File: config.mk
export PLATFORM = sky130hd
export DESIGN_NAME = vga_controller
export DESIGN_NICKNAME = d
export VERILOG_FILES = /design/src/rtl/vga_pkg.sv /design/src/rtl/vga_timing.sv /design/src/rtl/vga_controller.sv
export SDC_FILE = /design/constraint.sdc
export NUM_CORES = 1
export LEC_CHECK = 0
export CAP_MARGIN = 20
export CORE_UTILIZATION = 45
export DETAILED_ROUTE_END_ITERATION = 12
export PLACE_DENSITY = 0.75
export SETUP_SLACK_MARGIN = 0.02
export SYNTH_ARGS = -nofsm -noshare
export SYNTH_HDL_FRONTEND = slang
export SYNTH_SLANG_ARGS = --single-unit
File: constraint.sdc
create_clock -name clk -period 2.04 [get_ports clk]
set_input_delay 0.204 -clock clk [delete_from_list [all_inputs] [get_ports clk]]
set_output_delay 0.204 -clock clk [all_outputs]
set_load 0.05 [all_outputs]
File: src/rtl/vga_pkg.sv
// vga_pkg: shared timing and tile-geometry constants for the snake-game VGA core.
// Optional build macro VGA_SYNC_EN (see vga_controller) uses the porch/sync
// constants below; the counters always use the totals.
package vga_pkg;

  // Counter widths
  localparam int CNT_W   = 10;  // row/col/raddr width
  localparam int FRAME_W = 5;   // frame counter / next_duration width

  // Horizontal timing in pixel clocks
  localparam int H_ACTIVE = 640;
  localparam int H_FP     = 16;
  localparam int H_SYNC   = 96;
  localparam int H_BP     = 48;
  localparam int H_TOTAL  = H_ACTIVE + H_FP + H_SYNC + H_BP;  // 800

  // Vertical timing in lines
  localparam int V_ACTIVE = 480;
  localparam int V_FP     = 10;
  localparam int V_SYNC   = 2;
  localparam int V_BP     = 33;
  localparam int V_TOTAL  = V_ACTIVE + V_FP + V_SYNC + V_BP;  // 525

  // Tile geometry: 32x32 pixel tiles, 20 tiles across the visible width
  localparam int TILE_SHIFT = 5;
  localparam int GRID_W     = H_ACTIVE >> TILE_SHIFT;

  // Current pixel position as produced by the timing counters
  typedef struct packed {
    logic [CNT_W-1:0] row;
    logic [CNT_W-1:0] col;
  } pix_pos_t;

endpackage

File: src/rtl/vga_timing.sv
// vga_timing: free-running row/col raster counters over the full frame,
// plus a one-cycle pulse at the first pixel of vertical blanking.
module vga_timing
  import vga_pkg::*;
#(
  parameter int P_H_TOTAL  = H_TOTAL,
  parameter int P_V_TOTAL  = V_TOTAL,
  parameter int P_V_ACTIVE = V_ACTIVE
) (
  input  logic     clk,
  input  logic     reset,          // synchronous, active-low
  output pix_pos_t o_pos,
  output logic     o_vblank_start
);

  logic [CNT_W-1:0] r_row;
  logic [CNT_W-1:0] r_col;
  logic             w_line_end;
  logic             w_frame_end;

  assign w_line_end  = (r_col == CNT_W'(P_H_TOTAL - 1));
  assign w_frame_end = w_line_end && (r_row == CNT_W'(P_V_TOTAL - 1));

  // Column counter: advances every clock, wraps at the end of each line
  always_ff @(posedge clk) begin
    if (!reset)          r_col <= '0;
    else if (w_line_end) r_col <= '0;
    else                 r_col <= r_col + CNT_W'(1);
  end

  // Row counter: advances on line wrap, wraps at the end of the frame
  always_ff @(posedge clk) begin
    if (!reset)           r_row <= '0;
    else if (w_frame_end) r_row <= '0;
    else if (w_line_end)  r_row <= r_row + CNT_W'(1);
  end

  assign o_pos.row      = r_row;
  assign o_pos.col      = r_col;
  // First pixel of the first blanking line; used as the once-per-frame tick
  assign o_vblank_start = (r_row == CNT_W'(P_V_ACTIVE)) && (r_col == '0);

endmodule

File: src/rtl/vga_controller.sv
// vga_controller: pixel-timing core for the 640x480@60 snake display.
// Produces row/col, the tile-RAM read address/enable for visible pixels and a
// game-update strobe every next_duration+1 frames.
// Build macro VGA_SYNC_EN: when defined, adds registered active-low hsync/vsync
// outputs (one cycle behind row/col). When undefined the pixel driver derives
// sync from row/col itself.
module vga_controller
  import vga_pkg::*;
#(
  parameter int P_H_ACTIVE   = H_ACTIVE,
  parameter int P_H_TOTAL    = H_TOTAL,
  parameter int P_V_ACTIVE   = V_ACTIVE,
  parameter int P_V_TOTAL    = V_TOTAL,
  parameter int P_TILE_SHIFT = TILE_SHIFT,
  parameter int P_GRID_W     = GRID_W
`ifdef VGA_SYNC_EN
  ,
  parameter int P_H_FP       = H_FP,
  parameter int P_H_SW       = H_SYNC,
  parameter int P_V_FP       = V_FP,
  parameter int P_V_SW       = V_SYNC
`endif
) (
  input  logic               clk,
  input  logic               reset,          // synchronous, active-low
  input  logic [FRAME_W-1:0] next_duration,  // frames between updates, minus one
  output logic [CNT_W-1:0]   row,
  output logic [CNT_W-1:0]   col,
  output logic [CNT_W-1:0]   raddr,
  output logic               updateoutput,
  output logic               re
`ifdef VGA_SYNC_EN
  ,
  output logic               hsync,
  output logic               vsync
`endif
);

  pix_pos_t           w_pos;
  logic [CNT_W-1:0]   w_row;
  logic [CNT_W-1:0]   w_col;
  logic               w_vblank_start;
  logic               w_re;
  logic [CNT_W-1:0]   w_tile_row;
  logic [CNT_W-1:0]   w_tile_col;
  logic               w_strobe;
  logic [FRAME_W-1:0] r_frame;

  vga_timing #(
    .P_H_TOTAL  (P_H_TOTAL),
    .P_V_TOTAL  (P_V_TOTAL),
    .P_V_ACTIVE (P_V_ACTIVE)
  ) u_timing (
    .clk            (clk),
    .reset          (reset),
    .o_pos          (w_pos),
    .o_vblank_start (w_vblank_start)
  );

  assign w_row = w_pos.row;
  assign w_col = w_pos.col;

  // Read enable and tile address follow the counters with no added latency
  assign w_re       = (w_row < CNT_W'(P_V_ACTIVE)) && (w_col < CNT_W'(P_H_ACTIVE));
  assign w_tile_row = w_row >> P_TILE_SHIFT;
  assign w_tile_col = w_col >> P_TILE_SHIFT;

  assign row   = w_row;
  assign col   = w_col;
  assign re    = w_re;
  assign raddr = w_re ? (CNT_W'(w_tile_row * P_GRID_W) + w_tile_col) : '0;

  // next_duration only matters at vblank start; >= (not ==) means lowering it
  // below the running count fires on the very next frame instead of wrapping
  assign w_strobe     = w_vblank_start && (r_frame >= next_duration);
  assign updateoutput = w_strobe;

  // Frame counter: counts vblank starts, cleared on the cycle the strobe fires
  always_ff @(posedge clk) begin
    if (!reset)              r_frame <= '0;
    else if (w_vblank_start) r_frame <= w_strobe ? '0 : (r_frame + FRAME_W'(1));
  end

`ifdef VGA_SYNC_EN
  logic r_hsync;
  logic r_vsync;

  // Registered sync pulses, active-low inside the sync windows
  always_ff @(posedge clk) begin
    if (!reset) begin
      r_hsync <= 1'b1;
      r_vsync <= 1'b1;
    end else begin
      r_hsync <= !((w_col >= CNT_W'(P_H_ACTIVE + P_H_FP)) &&
                   (w_col <= CNT_W'(P_H_ACTIVE + P_H_FP + P_H_SW - 1)));
      r_vsync <= !((w_row >= CNT_W'(P_V_ACTIVE + P_V_FP)) &&
                   (w_row <= CNT_W'(P_V_ACTIVE + P_V_FP + P_V_SW - 1)));
    end
  end

  assign hsync = r_hsync;
  assign vsync = r_vsync;
`endif

endmodule

==> results.sh, run 1 <==
export IMPL_drv_cap=0
export IMPL_place_ws_ps=-395
export IMPL_p_per_area_nw_per_um2=309
export IMPL_synth_edf_count=0
export IMPL_antenna_found_initial=0
export IMPL_status="finished with violations"
export IMPL_async_flop_share=0
export IMPL_cts_buffers=3
export IMPL_place_detailed_hpwl_microns=3510
export IMPL_slew_violations=0
export IMPL_io_pins=39
export IMPL_p_clk_frac=0.341
export IMPL_min_delay_start="u_timing.r_col[0]"
export IMPL_ys_ff_latch=25
export IMPL_drive_gt1_frac=0.330
export IMPL_row_count=22
export IMPL_finalWorstSetupSlack_ps=-682
export IMPL_die_w_microns=65.3
export IMPL_crit_buf_inv=2
export IMPL_syn_to_final_growth_pct=60.8
export IMPL_synth_cell_types=43
export IMPL_ys_dominant_reg_cell="dfxtp_1"
export IMPL_drt_pass1_iter_count=5
export IMPL_timing_slew_headroom=0.642
export IMPL_core_area_sq_um=3740
export IMPL_synth_avg_cell_area_sq_um=8.46
export IMPL_ys_seq_area_frac=0.278
export IMPL_clock_root_buffer="clkbuf_8"
export IMPL_register_area_sq_um=532
export IMPL_fin_crit_ps=2720
export IMPL_r2r_start="u_timing.r_col[0]"
export IMPL_hold_path_class="reg -> reg"
export IMPL_ir_worst_vdd_mv=0.264
export IMPL_post_drt_wl_per_cell_microns=16.8
export IMPL_power_frac_seq=0.549
export IMPL_drt_wl_total_microns=5500
export IMPL_grt_pass1_vias=1787
export IMPL_reg2reg_slack_ps=50
export IMPL_crit_required_ps=1840
export IMPL_power_frac_comb=0.110
export IMPL_yosys_warnings=0
export IMPL_cpPeakStageDelay_ps=460
export IMPL_dpl_cell_count=314
export IMPL_cp_top_family="adder cells"
export IMPL_cp_depth=8
export IMPL_power_mw=0.896
export IMPL_p_int_mw=0.665
export IMPL_drc=0
export IMPL_start_kind="flop"
export IMPL_rsz0062_at_grt="yes"
export IMPL_reg2reg_depth=5
export IMPL_hold_end="u_timing.r_col[0]"
export IMPL_initial_core_util=0.481
export IMPL_io_buffers=38
export IMPL_multi_input_area_sq_um=1460
export IMPL_h_tree_depth=1
export IMPL_crit_path_max_fanout=3
export IMPL_diodes=0
export IMPL_syn_area_sq_um=1800
export IMPL_fin_crit_sh=1.33
export IMPL_swShare=0.258
export IMPL_fp_dieArea_sq_um=4260
export IMPL_max_freq_mhz=367
export IMPL_crit_path_cell_trace="ha_4, ha_4, inv_2, fa_2, nand3b_1, or3_4, mux2i_4, buf_12"
export IMPL_clock_latency_ps=270
export IMPL_grt_pass1_wl_microns=8800
export IMPL_gp_congestion=0.815
export IMPL_failed_checks="setup timing"
export IMPL_syn_nets=241
export IMPL_grt_ovfl_total=0
export IMPL_cts_tree="built"
export IMPL_layout_nets=308
export IMPL_cp_arrival_ps=2520
export IMPL_slowest_stage="fa_2"
export IMPL_end_kind="output port"
export IMPL_cp_common_cell="ha_4"
export IMPL_path_clk_slew_ps=100
export IMPL_die_h_microns=65.3
export IMPL_setup_viol=4
export IMPL_tightest_slew_ps=535
export IMPL_first_iter_violations=211
export IMPL_vias_per_cell=5.75
export IMPL_fillers=268
export IMPL_hold_viol_final=0
export IMPL_cts_sinks=25
export IMPL_skew_ps=5.56
export IMPL_grt_usage=0.267
export IMPL_r2r_end="u_timing.r_row[9]"
export IMPL_crit_type="reg -> out"
export IMPL_clock_path_buffers=2
export IMPL_min_delay_path_depth=1
export IMPL_stdcell_count=327
export IMPL_synth_cells=213
export IMPL_leakagePower_nw=1.11
export IMPL_ant_nets=0
export IMPL_grt_max_degree=15
export IMPL_switchingPower_mw=0.232
export IMPL_vias=1880
[synthesized netlist by cell type, types with 4 or more instances]
| cell | count | area (sq um) |
|---|---|---|
| ha_1 | 19 | 238 |
| dfxtp_1 | 25 | 500 |
| xnor2_1 | 11 | 96.3 |
| o21ai_0 | 9 | 45.0 |
| nor3_1 | 7 | 35.0 |
| nand4_1 | 7 | 43.8 |
| nand3_1 | 8 | 40.0 |
| nand2_1 | 9 | 33.8 |
| and2_1 | 5 | 31.3 |
| nor2_1 | 20 | 75.1 |
| xor2_1 | 5 | 43.8 |
| a21oi_1 | 9 | 45.0 |
| nand3b_1 | 5 | 37.5 |
| or3_1 | 5 | 31.3 |
| inv_1 | 19 | 71.3 |
| or4_1 | 4 | 30.0 |
| nor2b_1 | 5 | 31.3 |
| nor4_1 | 5 | 31.3 |
[metal layers]
metal | part of all wire | up-vias | routed length [microns] | track usage
met5 | 0 | - | 0 | 0
met4 | 0.030 | 0 | 167 | 0.114
met3 | 0.063 | 24 | 345 | 0.0556
met2 | 0.48 | 96 | 2650 | 0.443
met1 | 0.42 | 859 | 2330 | 0.333
li1 | - | 901 | - | -
[layout by cell type (no fill, tap or decap), drive strengths merged, types with 5 or more instances in the layout]
cell and n:
a21oi 9, and2 5, buf 40, clkdlybuf4s50 26
dfxtp 25, ha 19, inv 19, nand2 9
nand3 10, nand3b 5, nand4 8, nor2 20
nor2b 5, nor3 8, nor4 5, o21ai 10
or3 5, xnor2 11, xor2 5
[worst max-delay path by stage]
| stage | startpoint | endpoint | slack [ps] |
|---|---|---|---|
| detailed placement | u_timing.r_row[6] | raddr[8] | -400 |
| global placement | u_timing.r_row[6] | raddr[8] | -340 |
| CTS | u_timing.r_row[8] | raddr[8] | -660 |
| global route | u_timing.r_row[7] | raddr[8] | -740 |
| finish | u_timing.r_row[8] | raddr[8] | -680 |
| floorplan | u_timing.r_row[6] | raddr[8] | -520 |
[power groups by stage]
| stage | clock (mW) | combinational (mW) | sequential, mW |
|---|---|---|---|
| floorplan | 0 | 0.0361 | 0.518 |
| global placement | 0 | 0.0837 | 0.504 |
| detailed placement | 0 | 0.0853 | 0.504 |
| CTS | 0.307 | 0.0943 | 0.492 |
| global route | 0.322 | 0.105 | 0.494 |
| finish | 0.305 | 0.0988 | 0.492 |
[final cells by class]
type,instances,share of cell area
sequential,25,0.184
clock inverter,1,0.00173
timing repair buffer,66,0.252
clock buffer,3,0.0142
multi-input combinational,165,0.503
inverter,19,0.0246
tap,48,0.0207
[timing repair]
action	CTS	global route
hold buffers	0	0
setup endpoints to repair	7	9
pin swaps	11	8
setup buffers	4	5
gates resized for setup	20	9
[state kept, by name (all words and copies together) (netlist names)]
register        count
u_timing.r_col     10
r_frame             5
u_timing.r_row     10
[stage by stage]
stage | hold WS [ps] | area, sq um | utilization | TNS (ps)
2_1_floorplan | 343 | 1940 | - | -1720
3_3_place_gp | 453 | 2620 | 0.700 | -1310
3_5_place_dp | 460 | 2620 | 0.700 | -1880
4_1_cts | 476 | 2820 | 0.754 | -2140
5_1_grt | 504 | 2900 | 0.774 | -2520
6_report | 474 | 2900 | 0.774 | -2180
[logic make-up after synthesis]
| group | after synthesis | share of synthesized area |
|---|---|---|
| flops | 25 | 0.278 |
| xor+xnor | 16 | 0.0778 |
| buf+inv | 23 | 0.0549 |
| fa+ha+maj | 21 | 0.154 |
| mux | 2 | 0.0111 |
| simple gates | 96 | 0.319 |
| compound gates | 30 | 0.105 |
Note: power is estimated with default switching activity, not from simulation.
==> run 2, diff against run 1 <==
--- a/config.mk
+++ b/config.mk
@@ -10,6 +10,7 @@
 export DETAILED_ROUTE_END_ITERATION = 12
 export PLACE_DENSITY = 0.75
 export SETUP_SLACK_MARGIN = 0.02
+export SKIP_LAST_GASP = 1
 export SYNTH_ARGS = -nofsm -noshare
 export SYNTH_HDL_FRONTEND = slang
 export SYNTH_SLANG_ARGS = --single-unit
==> results.sh, run 2 (synthesis results as in run 1) <==
export IMPL_grt_pass1_vias=1730
export IMPL_tightest_slew_ps=534
export IMPL_crit_type="reg -> out"
export IMPL_cts_buffers=3
export IMPL_first_iter_violations=178
export IMPL_layout_nets=306
export IMPL_timing_slew_headroom=0.643
export IMPL_gp_congestion=0.815
export IMPL_stdcell_count=325
export IMPL_slew_violations=0
export IMPL_post_drt_wl_per_cell_microns=15.8
export IMPL_crit_buf_inv=2
export IMPL_syn_to_final_growth_pct=59.2
export IMPL_skew_ps=6.52
export IMPL_clock_root_buffer="clkbuf_8"
export IMPL_vias=1826
export IMPL_p_per_area_nw_per_um2=312
export IMPL_clock_path_buffers=2
export IMPL_fp_dieArea_sq_um=4260
export IMPL_crit_required_ps=1840
export IMPL_crit_path_max_fanout=3
export IMPL_start_kind="flop"
export IMPL_design_area_sq_um=2870
export IMPL_diodes=0
export IMPL_io_buffers=38
export IMPL_failed_checks="setup timing"
export IMPL_status="finished with violations"
export IMPL_dpl_cell_count=314
export IMPL_drt_pass1_iter_count=5
export IMPL_max_freq_mhz=367
export IMPL_finalWorstSetupSlack_ps=-686
export IMPL_min_delay_start="u_timing.r_col[0]"
export IMPL_io_pins=39
export IMPL_mostFrequentLayoutCell="clkdlybuf4s50_1"
export IMPL_die_h_microns=65.3
export IMPL_cts_tree="built"
export IMPL_largest_registers="u_timing.r_col (10), u_timing.r_row (10), r_frame (5)"
export IMPL_setup_viol=6
export IMPL_multi_input_area_sq_um=1450
export IMPL_cp_common_cell="ha_4"
export IMPL_drt_wl_total_microns=5130
export IMPL_p_int_mw=0.665
export IMPL_initial_core_util=0.481
export IMPL_grt_pass1_wl_microns=8380
export IMPL_hold_path_class="reg -> reg"
export IMPL_whs_ps=476
export IMPL_grt_usage=0.252
export IMPL_h_tree_depth=1
export IMPL_drc=0
export IMPL_register_area_sq_um=532
export IMPL_fin_crit_sh=1.34
export IMPL_grt_ovfl_total=0
export IMPL_place_ws_ps=-395
export IMPL_swShare=0.257
export IMPL_antenna_found_initial=0
export IMPL_core_area_sq_um=3740
export IMPL_ir_worst_vdd_mv=0.262
export IMPL_power_frac_seq=0.550
export IMPL_vias_per_cell=5.62
export IMPL_path_clk_slew_ps=90
export IMPL_power_frac_comb=0.112
export IMPL_ant_nets=0
export IMPL_die_w_microns=65.3
export IMPL_cp_arrival_ps=2520
export IMPL_cp_top_family="adder cells"
export IMPL_p_clk_frac=0.338
export IMPL_final_cell_mix="26 x clkdlybuf4s50_1, 23 x buf_4, 18 x inv_1"
export IMPL_end_kind="output port"
export IMPL_grt_max_degree=15
export IMPL_rsz0062_at_grt="yes"
export IMPL_fillers=273
export IMPL_cpPeakStageDelay_ps=460
export IMPL_place_detailed_hpwl_microns=3510
export IMPL_r2r_start="u_timing.r_col[0]"
export IMPL_row_count=22
export IMPL_clock_latency_ps=270
export IMPL_cts_sinks=25
export IMPL_crit_path_cell_trace="ha_4, ha_4, inv_2, fa_2, nand3b_1, or3_4, mux2i_4, buf_12"
export IMPL_crit_start="u_timing.r_row[8]"
export IMPL_slowest_stage="fa_2"
export IMPL_fin_crit_ps=2730
export IMPL_leakagePower_nw=1.11
export IMPL_switchingPower_mw=0.230
export IMPL_drive_gt1_frac=0.325
export IMPL_power_mw=0.895
export IMPL_hold_viol_final=0
export IMPL_drv_cap=0
export IMPL_placed_area_sq_um=2620
-- run 2: cell count changes in the layout (fill, tap and decap cells not counted) --
cell and change:
buf_8 -1, nor3_2 +1, ha_4 -1, buf_4 -1, ha_1 +1, nor3_1 -1
-- run 2: path summary, 6_finish.rpt --
kind / end / slack [ps] / cells past startpoint
max: raddr[8] / -690 / 8
min reg2reg: u_timing.r_col[0] / 480 / 1
min: u_timing.r_col[0] / 480 / 1
max reg2reg: u_timing.r_row[7] / 90 / 5
-- run 2: through the flow --
stage | utilization | TNS [ps]
3_5_place_dp | 0.700 | -1880
5_1_grt | 0.766 | -2680
4_1_cts | 0.751 | -2190
3_3_place_gp | 0.700 | -1310
2_1_floorplan | - | -1720
6_report | 0.766 | -2300
-- run 2: power groups by stage --
stage	Clock (mW)	Sequential, mW	Combinational [mW]
4_1_cts	0.307	0.492	0.0943
5_1_grt	0.321	0.494	0.108
2_1_floorplan	0	0.518	0.0361
6_report	0.302	0.492	0.100
3_5_place_dp	0	0.504	0.0853
3_3_place_gp	0	0.504	0.0837
-- run 2: per-layer routing --
metal	vias to the layer above	track usage	wire length, microns
met5	-	0	0
met4	0	0.0734	136
met3	15	0.0330	235
met2	69	0.424	2480
met1	845	0.333	2270
li1	897	-	-
-- run 2: worst register-to-register path, cell delays in order, from the launching register on --
cell,delay (ps)
dfxtp_2,390
ha_1,190
and4_1,370
nand4_4,190
or4_1,580
a21oi_1,160
-- run 2: area by class of cell --
cell class	count	share of cell area
multi-input cells	165	0.506
repair buffers	64	0.247
flip-flops and latches	25	0.185
inverters	19	0.0249
well taps	48	0.0209
clock buffers	3	0.0144
clock inverters	1	0.00175
-- run 2: repair_timing --
| item | 4_1_cts | 5_1_grt |
|---|---|---|
| hold buffers | 0 | 0 |
| setup endpoints to repair | 7 | 9 |
| pin swaps | 11 | 5 |
| resized for setup | 19 | 8 |
| setup buffers | 4 | 3 |
==> RTL change 1, RTL diff (config.mk and constraints of run 2) <==
Set the package constant `FRAME_W` to 10 (it was 5).
--- a/src/rtl/vga_pkg.sv
+++ b/src/rtl/vga_pkg.sv
@@ -7,3 +7,3 @@
   localparam int CNT_W   = 10;  // row/col/raddr width
-  localparam int FRAME_W = 5;   // frame counter / next_duration width
+  localparam int FRAME_W = 10;   // frame counter / next_duration width
 
Interface: changed (resized next_duration); port bits go from 39 to 44. No check against the original RTL was run, so the function may have changed too.
==> RTL change 1 against run 2 <==
Non-clock buffer count rose by 19. Final area up 24%. Fmax rose by 8.2%. Area after synthesis up 23%. Worst setup slack better by 0.21 ns. Largest cell class unchanged. Power increased by 35%. Sequential cell count is 5 higher. Wire length grew 19%. Combinational power increased by 27%. The flow still finishes with violations (negative setup slack).
==> RTL change 1: results (changes against run 2) <==
[status]
status = finished with violations  ; unchanged
failed_checks = negative setup slack  ; unchanged

[timing]
setup-violations-final = 8  ; was 6
worst_slack_ns = -0.479  ; was -0.686 ns

[critical_path]
regToRegStartpoint = r_frame[0]$_SDFFE_PN0P_  ; was u_timing.r_col[0]$_SDFF_PP0_
cp.arrival_ns = 2.31  ; was 2.52 ns
max_stage_delay_ns = 0.43  ; was 0.46 ns
startpoint = u_timing.r_row[6]$_SDFFE_PP0P_  ; was u_timing.r_row[8]$_SDFFE_PP0P_

[placement]
gp_congestion = 0.819  ; was 0.815
io_buffers = 43  ; was 38
placed_area_sq_mm = 0.00322  ; was 0.00262 sq mm

[layout]
regArea_sq_um = 642  ; was 532 sq um
final_nets = 376  ; was 306
inv_count = 27  ; was 19
top_regs = r_frame (10), u_timing.r_col (10), u_timing.r_row (10)  ; was u_timing.r_col (10), u_timing.r_row (10), r_frame (5)
final-clk-cell-share_pct = 2.53  ; was 1.61%
n_all_buffers = 83  ; was 64
buffer_area_share_pct = 23.4  ; was 24.7%
drive_gt1_share_pct = 42.2  ; was 32.5%

[drt]
first_pass_iters = 4  ; was 5
drt_iter0_markers = 151  ; was 178

[pwr]
power_frac_seq_pct = 48.7  ; was 55.0%
power.leakage_nw = 1.37  ; was 1.11 nW
ir_drop_mv = 0.335  ; was 0.262 mV

[synthesis]
yosysSeqAreaShare_pct = 27.2  ; was 27.8%
synth-compound-area-share_pct = 7.48  ; was 10.5%
synthAdderAreaFrac_pct = 15.4  ; about the same
synth_area_leaders = dfxtp_1, ha_1, xnor2_1  ; unchanged
synthCells = 253  ; was 213

[grt]
track_usage_pct = 24.5  ; was 25.2%
grt_max_degree = 16  ; was 15

[clock_network]
clk_pin_slew_worst_paths_ns = 0.07  ; was 0.09 ns
clock-sinks = 30  ; was 25

[RTL change 1: cell count changes in the layout (fill, tap and decap cells not counted), moves of 4 or more]
| cell | run 2 | this run |
|---|---|---|
| or3_1 | 4 | 0 |
| nor4_2 | 0 | 4 |
| inv_2 | 1 | 7 |
| dfxtp_2 | 4 | 9 |
| nand2_1 | 9 | 15 |
| xnor2_1 | 8 | 19 |
| nor2_1 | 17 | 22 |
| nand3b_1 | 5 | 1 |
| dlygate4sd2_1 | 0 | 8 |
| or4_1 | 4 | 0 |
| ha_4 | 6 | 11 |
| nor3b_2 | 0 | 4 |
| buf_4 | 23 | 38 |
| a21oi_1 | 6 | 1 |
[RTL change 1: routing by layer]
layer | vias to the layer above | routed length, microns | global-route usage, %
li1 | 1047 | - | -
met1 | 1028 | 2670 | 31.3
met2 | 44 | 3060 | 41.8
met3 | 19 | 206 | 5.00
met4 | 0 | 156 | 7.41
met5 | - | 0 | 0
[RTL change 1: stage by stage]
step	power, mW	utilization, %	TNS, ns	hold WS [ns]	setup slack, ns
floorplan	0.673	-	-3.06	0.471	-0.372
finish	1.21	75.3	-1.91	0.477	-0.479
CTS	1.21	73.5	-1.75	0.485	-0.440
global placement	0.721	68.1	-2.84	0.450	-0.378
detailed placement	0.725	68.1	-3.49	0.473	-0.437
global route	1.26	75.3	-2.89	0.509	-0.541
[RTL change 1: path summary, 6_finish.rpt]
check	slack [ns]	depth (start not counted)	endpoint
worst max-delay path	-0.48	10	raddr[8]
worst min-delay path	0.48	1	u_timing.r_col[0]$_SDFF_PP0_
worst max register to register	0.01	9	r_frame[7]$_SDFFE_PN0P_
worst min register to register	0.48	1	u_timing.r_col[0]$_SDFF_PP0_
==> RTL change 2, RTL diff (flow settings as in run 2) <==
Without the edit above. Register the outputs `raddr`, `updateoutput` and `re`, without a reset; this adds one clock of latency there. The other outputs are not delayed to match.
--- a/src/rtl/vga_controller.sv
+++ b/src/rtl/vga_controller.sv
@@ -69,4 +69,7 @@
   assign col   = w_col;
-  assign re    = w_re;
-  assign raddr = w_re ? (CNT_W'(w_tile_row * P_GRID_W) + w_tile_col) : '0;
+  always_ff @(posedge clk) begin
+    raddr        <= w_re ? (CNT_W'(w_tile_row * P_GRID_W) + w_tile_col) : '0;
+    updateoutput <= w_strobe;
+    re           <= w_re;
+  end
 
@@ -75,3 +78,2 @@
   assign w_strobe     = w_vblank_start && (r_frame >= next_duration);
-  assign updateoutput = w_strobe;
 
Function: no difference found for any inputs over 10 cycles, from zero or initial values and one cycle with reset low; that may be too few to reach the edited logic, so the function may still have changed.
==> RTL change 2 against run 2 <==
First-iteration DRC count shrank 25%. Power rose by 49%. Sequential share of layout area rose by 9.5 points. Worst setup slack better by 0.76 ns. Final area decreased by 4.5%. Clock skew rose by 0.00055 ns. Area after synthesis up 13%. Wire length fell by 11%. Sequential cell count is 12 higher. Critical path type is now reg2reg.
==> RTL change 2: results (changes against run 2) <==
[grt]
grt_pass1_vias = 1653  ; was 1730
grtUsageMet2_pct = 29.1  ; was 42.4%
met3_usage_pct = 5.67  ; was 3.30%

[layout]
drive_gt1_share_pct = 19.1  ; was 32.5%
top_regs = raddr (10), u_timing.r_col (10), u_timing.r_row (10)  ; was u_timing.r_col (10), u_timing.r_row (10), r_frame (5)
final_nets = 309  ; was 306

[clock_network]
cts_buffers = 5  ; was 3
cts-htree-levels = 2  ; was 1
worstSkewPairLatency_ns = 0.30  ; was 0.27 ns

[placement]
pre_cts_ws_ns = -0.0135  ; was -0.395 ns
hpwl_microns = 3320  ; was 3510 microns
gp_congestion = 0.783  ; was 0.815

[pwr]
power.leakage_nw = 1.08  ; was 1.11 nW
switchingPower_mw = 0.334  ; was 0.230 mW
ir_drop_mv = 0.287  ; was 0.262 mV

[synthesis]
synth_common_cells = dfxtp_1, ha_1, nor2_1  ; was dfxtp_1, nor2_1, ha_1, inv_1, xnor2_1
yosysSeqAreaShare_pct = 36.3  ; was 27.8%
synthesis.nets = 252  ; was 241
synth_area_leaders = dfxtp_1, ha_1, xnor2_1  ; unchanged

[drt]
drt_iter0_markers = 133  ; was 178
vias = 1849  ; was 1826
wl_microns = 4550  ; was 5130 microns
first_pass_iters = 4  ; was 5

[critical_path]
cp.arrival_ns = 2.16  ; was 2.52 ns
max_stage_delay_ns = 0.41  ; was 0.46 ns
rr_worst_depth = 7  ; was 5
startpoint = u_timing.r_row[7]$_SDFFE_PP0P_  ; was u_timing.r_row[8]$_SDFFE_PP0P_
crit_path_end = raddr[8]$_SDFF_PN0_  ; was raddr[8]
cp_max_fo = 9  ; was 3

[timing]
fin_skew_ns = 0.00708  ; was 0.00652 ns
holdWs_ns = 0.461  ; was 0.476 ns
fmaxAchievable_mhz = 509  ; was 367 MHz
worst_slew_pin_slew_ns = 0.512  ; was 0.534 ns

[status]
status = finished, final reports clean  ; was finished with violations

-- RTL change 2: cell types whose count changed after synthesis, moves of 4 or more --
cell / change
o2111ai_1: +7
inv_1: -4
dfxtp_1: +12
nand3b_1: -4
-- RTL change 2: final cells by class --
cell class	count	area, sq um	area share, %
clock inverters	3	17.5	0.640
flip-flops and latches	37	767	28.0
well taps	52	65.1	2.38
inverters	15	56.3	2.06
repair buffers	54	500	18.3
clock buffers	5	68.8	2.51
multi-input cells	168	1260	46.1
-- RTL change 2: how the worst min path moves through the flow --
stage,depth (start not counted),end
floorplan,2,r_frame[0]$_SDFFE_PN0P_
global placement,1,u_timing.r_col[0]$_SDFF_PP0_
detailed placement,1,u_timing.r_col[0]$_SDFF_PP0_
CTS,1,u_timing.r_col[0]$_SDFF_PP0_
global route,1,u_timing.r_col[0]$_SDFF_PP0_
finish,1,u_timing.r_col[0]$_SDFF_PP0_
-- RTL change 2: repair_timing --
item / CTS / global route
gates resized for setup: 2 / 7
hold buffers: 0 / 0
cloned: 0 / 1
pin swaps: 0 / 6
setup buffers: 0 / 3
setup endpoints to repair: 1 / 6
-- RTL change 2: power groups by stage --
| stage | logic (mW) | registers (mW) | clock network [mW] |
|---|---|---|---|
| after floorplan | 0.0489 | 0.768 | 0 |
| after detailed placement | 0.0981 | 0.754 | 0 |
| final | 0.0992 | 0.737 | 0.501 |
| after CTS | 0.0988 | 0.737 | 0.515 |
| after global placement | 0.0954 | 0.754 | 0 |
| after global routing | 0.108 | 0.739 | 0.557 |
-- RTL change 2: critical path, delay by kind of cell, from the launching register on --
| family | cells | cell delay, ns |
|---|---|---|
| simple gates | 1 | 0.06 |
| flops | 1 | 0.37 |
| xor+xnor | 1 | 0.21 |
| compound gates | 2 | 0.39 |
| fa+ha+maj | 3 | 0.82 |
-- RTL change 2: kinds of logic after synthesis --
kind of cell	Yosys count	share of synthesized area [%]
compound gates	42	13.9
xor+xnor	14	6.02
fa+ha+maj	21	13.6
buf+inv	20	4.54
flops	37	36.3
mux	2	1.04
simple gates	88	24.5
-- RTL change 2: per-layer routing --
metal  wire length (microns)  share of wire (%)
met5                       0                  0
met2                    2020                 44
met1                    2240                 49
met4                      70                1.5
met3                     223                4.9
-- RTL change 2: metrics by stage --
stage          setup TNS [ns]  instance area [sq um]  cells  power [mW]
2_1_floorplan               0                   2060    224       0.817
3_3_place_gp                0                   2570    322       0.850
3_5_place_dp          -0.0135                   2570    322       0.852
4_1_cts                     0                   2670    330        1.35
5_1_grt               -0.0108                   2740    334        1.40
6_report                    0                   2740    334        1.34
